`src/rtl/pdp8_pkg.sv`:
```
// Shared PDP-8 bench types: stimulus word sources, responder FSM states
// and the 12-bit LFSR feedback taps.
package pdp8_pkg;

    localparam int PDP8_DATA_WIDTH = 12;
    localparam int PDP8_ADDR_WIDTH = 12;

    // Feedback taps at bits 11, 5, 3 and 0.
    localparam logic [11:0] LFSR12_TAPS       = 12'o4051;
    localparam logic [11:0] DEFAULT_STIM_WORD = 12'o7000;

    typedef enum logic [1:0] {
        STIM_CONST = 2'd0,
        STIM_INCR  = 2'd1,
        STIM_LFSR  = 2'd2,
        STIM_ECHO  = 2'd3
    } stim_mode_e;

    typedef enum logic [2:0] {
        IDLE  = 3'd0,
        ARMED = 3'd1,
        WAIT  = 3'd2,
        RESP  = 3'd3,
        DONE  = 3'd4
    } fsm_state_e;

endpackage

```
`src/rtl/stim_word_gen.sv`:
```
// Instruction word source for the fetch responder: holds the latched mode and
// the current word, and steps it only when a response is actually issued.
module stim_word_gen
    import pdp8_pkg::*;
#(
    parameter int DATA_WIDTH = PDP8_DATA_WIDTH,
    parameter int ADDR_WIDTH = PDP8_ADDR_WIDTH
) (
    input  logic                  clk,
    input  logic                  reset,
    input  logic                  load_i,
    input  logic                  advance_i,
    input  stim_mode_e            mode_i,
    input  logic [DATA_WIDTH-1:0] seed_i,
    input  logic [ADDR_WIDTH-1:0] echo_addr_i,
    output logic [DATA_WIDTH-1:0] word_o
);

    stim_mode_e            mode_q, mode_d;
    logic [DATA_WIDTH-1:0] word_q, word_d;
    logic                  feedback;

    always_comb begin
        mode_d   = mode_q;
        word_d   = word_q;
        feedback = ^(word_q & DATA_WIDTH'(LFSR12_TAPS));
        if (load_i) begin
            mode_d = mode_i;
            // An all-zero LFSR would lock up, so a zero seed becomes 1.
            if (mode_i == STIM_LFSR && seed_i == '0) begin
                word_d = DATA_WIDTH'(1);
            end else begin
                word_d = seed_i;
            end
        end else if (advance_i) begin
            case (mode_q)
                STIM_INCR: word_d = word_q + DATA_WIDTH'(1);
                STIM_LFSR: word_d = {word_q[DATA_WIDTH-2:0], feedback};
                default:   word_d = word_q;
            endcase
        end
    end

    always_ff @(posedge clk or posedge reset) begin
        if (reset) begin
            mode_q <= STIM_CONST;
            word_q <= '0;
        end else begin
            mode_q <= mode_d;
            word_q <= word_d;
        end
    end

    assign word_o = (mode_q == STIM_ECHO) ? DATA_WIDTH'(echo_addr_i) : word_q;

endmodule

```
`src/rtl/fetch_stim_responder.sv`:
```
// Clocked IFU read responder: answers each request edge with an instruction
// word after a fixed latency, counting responses and flagging overruns.
module fetch_stim_responder
    import pdp8_pkg::*;
#(
    parameter int DATA_WIDTH                = PDP8_DATA_WIDTH,
    parameter int ADDR_WIDTH                = PDP8_ADDR_WIDTH,
    parameter int CYCLE_TO_LATCH_FIRST_DATA = 2,
    parameter int CNT_WIDTH                 = 12
) (
    input  logic                  clk,
    input  logic                  reset,
    input  logic                  start,
    input  logic [1:0]            mode,
    input  logic [DATA_WIDTH-1:0] seed,
    input  logic [CNT_WIDTH-1:0]  num_stimuli,
    input  logic                  ifu_rd_req,
    input  logic [ADDR_WIDTH-1:0] ifu_rd_addr,
    output logic [DATA_WIDTH-1:0] ifu_rd_data,
    output logic                  ifu_rd_valid,
    output logic                  busy,
    output logic                  done,
    output logic                  overrun,
    output logic [CNT_WIDTH-1:0]  stim_count
);

    localparam logic [3:0] LAT_LOAD = 4'(CYCLE_TO_LATCH_FIRST_DATA - 1);
    localparam fsm_state_e AFTER_ARMED = (CYCLE_TO_LATCH_FIRST_DATA == 1) ? RESP : WAIT;

    fsm_state_e            state_q, state_d;
    logic                  req_q;
    logic                  req_edge;
    logic [ADDR_WIDTH-1:0] addr_q, addr_d;
    logic [CNT_WIDTH-1:0]  num_q, num_d;
    logic [CNT_WIDTH-1:0]  cnt_q, cnt_d;
    logic [3:0]            lat_q, lat_d;
    logic                  overrun_q, overrun_d;
    logic                  valid_q, valid_d;
    logic [DATA_WIDTH-1:0] data_q, data_d;
    logic                  gen_load, gen_advance;
    logic [DATA_WIDTH-1:0] gen_word;

    assign req_edge = ifu_rd_req && !req_q;

    stim_word_gen #(
        .DATA_WIDTH (DATA_WIDTH),
        .ADDR_WIDTH (ADDR_WIDTH)
    ) u_word_gen (
        .clk         (clk),
        .reset       (reset),
        .load_i      (gen_load),
        .advance_i   (gen_advance),
        .mode_i      (stim_mode_e'(mode)),
        .seed_i      (seed),
        .echo_addr_i (addr_d),
        .word_o      (gen_word)
    );

    always_ff @(posedge clk or posedge reset) begin
        if (reset) begin
            state_q <= IDLE;
        end else begin
            state_q <= state_d;
        end
    end

    // start wins over everything so a restart drops any pending response.
    always_comb begin
        state_d     = state_q;
        addr_d      = addr_q;
        num_d       = num_q;
        cnt_d       = cnt_q;
        lat_d       = lat_q;
        overrun_d   = overrun_q;
        valid_d     = 1'b0;
        data_d      = data_q;
        gen_load    = 1'b0;
        gen_advance = 1'b0;
        if (start) begin
            state_d   = ARMED;
            num_d     = num_stimuli;
            cnt_d     = '0;
            lat_d     = '0;
            overrun_d = 1'b0;
            gen_load  = 1'b1;
        end else begin
            case (state_q)
                ARMED: begin
                    if (num_q == '0) begin
                        state_d = DONE;
                    end else if (req_edge) begin
                        addr_d  = ifu_rd_addr;
                        lat_d   = LAT_LOAD;
                        state_d = AFTER_ARMED;
                    end
                end
                WAIT: begin
                    lat_d = lat_q - 4'd1;
                    if (lat_d == 4'd0) begin
                        state_d = RESP;
                    end
                    if (req_edge) begin
                        overrun_d = 1'b1;
                    end
                end
                RESP: begin
                    state_d = (cnt_q >= num_q) ? DONE : ARMED;
                    if (req_edge) begin
                        overrun_d = 1'b1;
                    end
                end
                default: state_d = state_q;
            endcase
            if (state_d == RESP && state_q != RESP) begin
                valid_d     = 1'b1;
                data_d      = gen_word;
                gen_advance = 1'b1;
                if (cnt_q != num_q) begin
                    cnt_d = cnt_q + CNT_WIDTH'(1);
                end
            end
        end
    end

    always_ff @(posedge clk or posedge reset) begin
        if (reset) begin
            req_q     <= 1'b0;
            addr_q    <= '0;
            num_q     <= '0;
            cnt_q     <= '0;
            lat_q     <= '0;
            overrun_q <= 1'b0;
            valid_q   <= 1'b0;
            data_q    <= '0;
        end else begin
            req_q     <= ifu_rd_req;
            addr_q    <= addr_d;
            num_q     <= num_d;
            cnt_q     <= cnt_d;
            lat_q     <= lat_d;
            overrun_q <= overrun_d;
            valid_q   <= valid_d;
            data_q    <= data_d;
        end
    end

    always_comb begin
        busy = (state_q == ARMED) || (state_q == WAIT) || (state_q == RESP);
        done = (state_q == DONE);
    end

    assign ifu_rd_valid = valid_q;
    assign ifu_rd_data  = data_q;
    assign overrun      = overrun_q;
    assign stim_count   = cnt_q;

endmodule
```
`config.mk`:
```
export PLATFORM = sky130hd
export DESIGN_NAME = fetch_stim_responder
export DESIGN_NICKNAME = d
export VERILOG_FILES = /design/src/rtl/pdp8_pkg.sv /design/src/rtl/stim_word_gen.sv /design/src/rtl/fetch_stim_responder.sv
export SDC_FILE = /design/constraint.sdc
export NUM_CORES = 1
export LEC_CHECK = 0
export CAP_MARGIN = 20
export CORE_MARGIN = 2
export CORE_UTILIZATION = 54
export DETAILED_ROUTE_END_ITERATION = 12
export PLACE_DENSITY_LB_ADDON = 0.05
export SLEW_MARGIN = 5
export SYNTH_ARGS = -nofsm -noshare
export SYNTH_HDL_FRONTEND = slang
export SYNTH_HIERARCHICAL = 1
export SYNTH_SLANG_ARGS = --single-unit
```
`constraint.sdc`:
```
create_clock -name clk -period 3.5 [get_ports clk]
set_input_delay 0.35 -clock clk [delete_from_list [all_inputs] [get_ports clk]]
set_output_delay 0.35 -clock clk [all_outputs]
set_load 0.03 [all_outputs]
```
==> run_results.csv <==
group,metric,value,unit
floorplanning,die_w,92.4,um
placement,place_area,4950,um^2
synth,synthFlopType,"dfrtp_1",
setup_path,crit_fanout,15,
setup_path,end_kind,"flip-flop",
setup_path,r2r-end,"u_word_gen/word_q[9]$_DFFE_PP0P_",
synth,netlist.area_leader.share,0.427,
cts,clk_pin_slew,90,ps
cells_and_area,multiInputGateArea,2180,um^2
global_routing,grt_overflow,0,
global_routing,grt_pass1_vias,3329,
drt,post_drt_wl_per_cell,16.6,um
placement,routabilityCongestion,0.908,
setup_path,startpoint_type,"flip-flop",
power,ir_drop,0.000256,V
timing,rsz0062_at_grt,"false",
cells_and_area,diodes,0,
timing,timing.fmax,0.358,GHz
cells_and_area,regArea,1800,um^2
cells_and_area,synthToLayoutAreaGrowth,22.2,%
floorplanning,initial_core_util,0.552,
cts,cts_resized,0,
cts,cts_buffers,9,
cts,cts_tree,"done",
cells_and_area,drive_gt1_frac,0.166,
cts,clk_latency,350,ps
timing,slew_headroom,0.549,
setup_path,r2r_start,"lat_q[0]$_DFFE_PP0P_",
synth,synth_most_common_cell,"dfrtp_1",
cts,cts_setup_buffers,0,
cells_and_area,fill_cells,636,
floorplanning,fp-row-count,32,
cts,cts_max_level,3,
global_routing,grt_antenna_before_repair,0,
drt,num_vias,3459,
drt,firstDrtPassIters,5,
drt,routed_wl,9.77,mm
setup_path,r2r_cells,10,
timing,fin_crit_sh,0.798,
drt,antenna_left,0,
synth,synthTopCellsByArea,"dfrtp_1 43%, mux2_2 9.1%, ha_1 4.7%",
synth,synth_common_cells,"72 x dfrtp_1, 34 x mux2_2, 32 x nand2_1",
min_path,holdCritPathClass,"in -> async",
synth,async_flop_share,1.00,
cells_and_area,final_nets,540,
timing,slew_violations,0,
setup_path,ff2ff_setup_slack,710,ps
flow_run,cap_violations,0,
synth,syn_avg_cell_area,10.1,um^2
outcome,outcome,"finished clean",
drt,routed_via_density,5.87,
power,total_power,2.01,mW
timing,fin_setup_tns,0,ps
synth,ys_seq_area_frac,0.427,
placement,dp_hpwl,6.95,mm
floorplanning,coreArea,7650,um^2
power,leakagePower,2.24,nW
synth,syn_area,4220,um^2
floorplanning,fp.dieH,92.4,um
timing,fin_skew,17.4,ps
global_routing,grt_max_degree,70,
global_routing,grt_pass1_wl,16.2,mm
floorplanning,ioPinCount,70,
floorplanning,die_area,8540,um^2
synth,syn_nets,476,
cts,cts_root_buf,"clkbuf_8",
drt,route.detailed.drc,0,
setup_path,cp.arrival,3050,ps
timing,timing.final.hold_violations,0,
synth,yosys.cell_types.count,71,
cells_and_area,fin_util,0.674,
setup_path,critical_path_class,"reg -> reg",
drt,dr.first_iter.drc_count,196,
cts,cts.sinks,72,
cells_and_area,stdcell_area,5160,um^2
synth,synth.ff_latch_count,72,
synth,ys_warn_count,6,
placement,io_buffers,69,
cts,postCtsHoldBufs,0,
setup_path,worst_ep_required_time,3750,ps
power,powerDensity,391,nW/um^2
timing,period_minus_slack,2790,ps
global_routing,grt_usage,0.238,
timing,whs,387,ps
synth,synth_edf_count,0,
cts,cts.path.max_buffers,2,
synth,synth_cells,418,
timing,worst_pin_slew,677,ps
timing,setup_viol,0,
synth,yosys.area.top_type,"dfrtp_1",
[logic make-up (layout without fill, tap and decap cells)]
family                     count (synthesis)  count (layout)  share of synthesized area
and+or+nand+nor                          137             137                      0.180
AOI/OAI and AO/OA                         93              93                      0.149
DFF                                       72              72                      0.427
buffers and inverters                     51             120                     0.0558
muxes                                     45              45                      0.128
adders and majority gates                 16              16                     0.0474
xor gates and xnor gates                   4               4                     0.0133
[sequential cells by signal, summed over array words and instances, names as in the netlist]
signal,cells
stim_count,12
req_q,1
state_q,3
ifu_rd_data,12
u_word_gen/word_q,12
overrun,1
addr_q,12
lat_q,4
ifu_rd_valid,1
num_q,12
u_word_gen/mode_q,2
[layer usage]
layer	global-route usage	vias to the layer above	wire length (um)	share of wire
met5	0	-	0	0
met4	0.0572	0	110	0.011
met1	0.299	1675	4130	0.42
met2	0.417	111	5000	0.51
met3	0.0521	11	521	0.053
li1	-	1662	-	-
[critical path, stage by stage (launching register included)]
cell and delay (ps):
dfrtp_1 430, inv_1 60, ha_1 250, and2_1 160
a211oi_1 380, or4b_1 220, inv_1 200, and4bb_2 320
nor3_1 270, o22ai_1 140, a211oi_1 250
[how the worst max path moves through the flow]
stage          cells after the start                               end            startpoint  slack (ps)
2_1_floorplan                     10  u_word_gen/word_q[8]$_DFFE_PP0P_  lat_q[1]$_DFFE_PP0P_         750
3_3_place_gp                       8        ifu_rd_data[0]$_DFFE_PP0P_            ifu_rd_req         760
3_5_place_dp                       8       ifu_rd_data[11]$_DFFE_PP0P_            ifu_rd_req         760
4_1_cts                            9  u_word_gen/word_q[9]$_DFFE_PP0P_  lat_q[0]$_DFFE_PP0P_         750
5_1_grt                           10  u_word_gen/word_q[9]$_DFFE_PP0P_  lat_q[0]$_DFFE_PP0P_         450
6_report                          10  u_word_gen/word_q[9]$_DFFE_PP0P_  lat_q[0]$_DFFE_PP0P_         710
[placed cells by master, fill, tap and decap left out, drive strengths merged, types with 3 or more instances in the layout]
cell type      count
and2               4
mux2              43
clkdlybuf4s50     68
nor4               8
a211oi             4
a22o               3
o31ai              7
nor3b              4
nor3              10
nand2b             3
buf                8
and3               3
nand2             32
o21ai             21
nor2b              5
clkinvlp           3
nand3b             3
nand4              9
o22ai              3
dfrtp             72
ha                16
o41ai              3
or3                4
or4                3
clkbuf             9
nor2              27
a21oi             24
nand3             12
inv               30
[layout make-up]
type,instances,share of cell area
inverter,28,0.0204
timing repair buffer,76,0.143
clock inverter,7,0.0153
sequential,72,0.349
tap,102,0.0247
clock buffer,9,0.0240
multi-input combinational,295,0.423
[per-stage QoR]
step                instances  setup slack (ps)
floorplan                 418               747
global placement          573               758
detailed placement        573               755
CTS                       589               748
global route              589               452
finish                    589               707
[report_power, final]
part	total, mW	internal, mW	switching [mW]
combinational	0.363	0.190	0.173
clock	0.678	0.335	0.343
sequential	0.974	0.912	0.0619
Note: power is estimated with default switching activity, not from simulation.
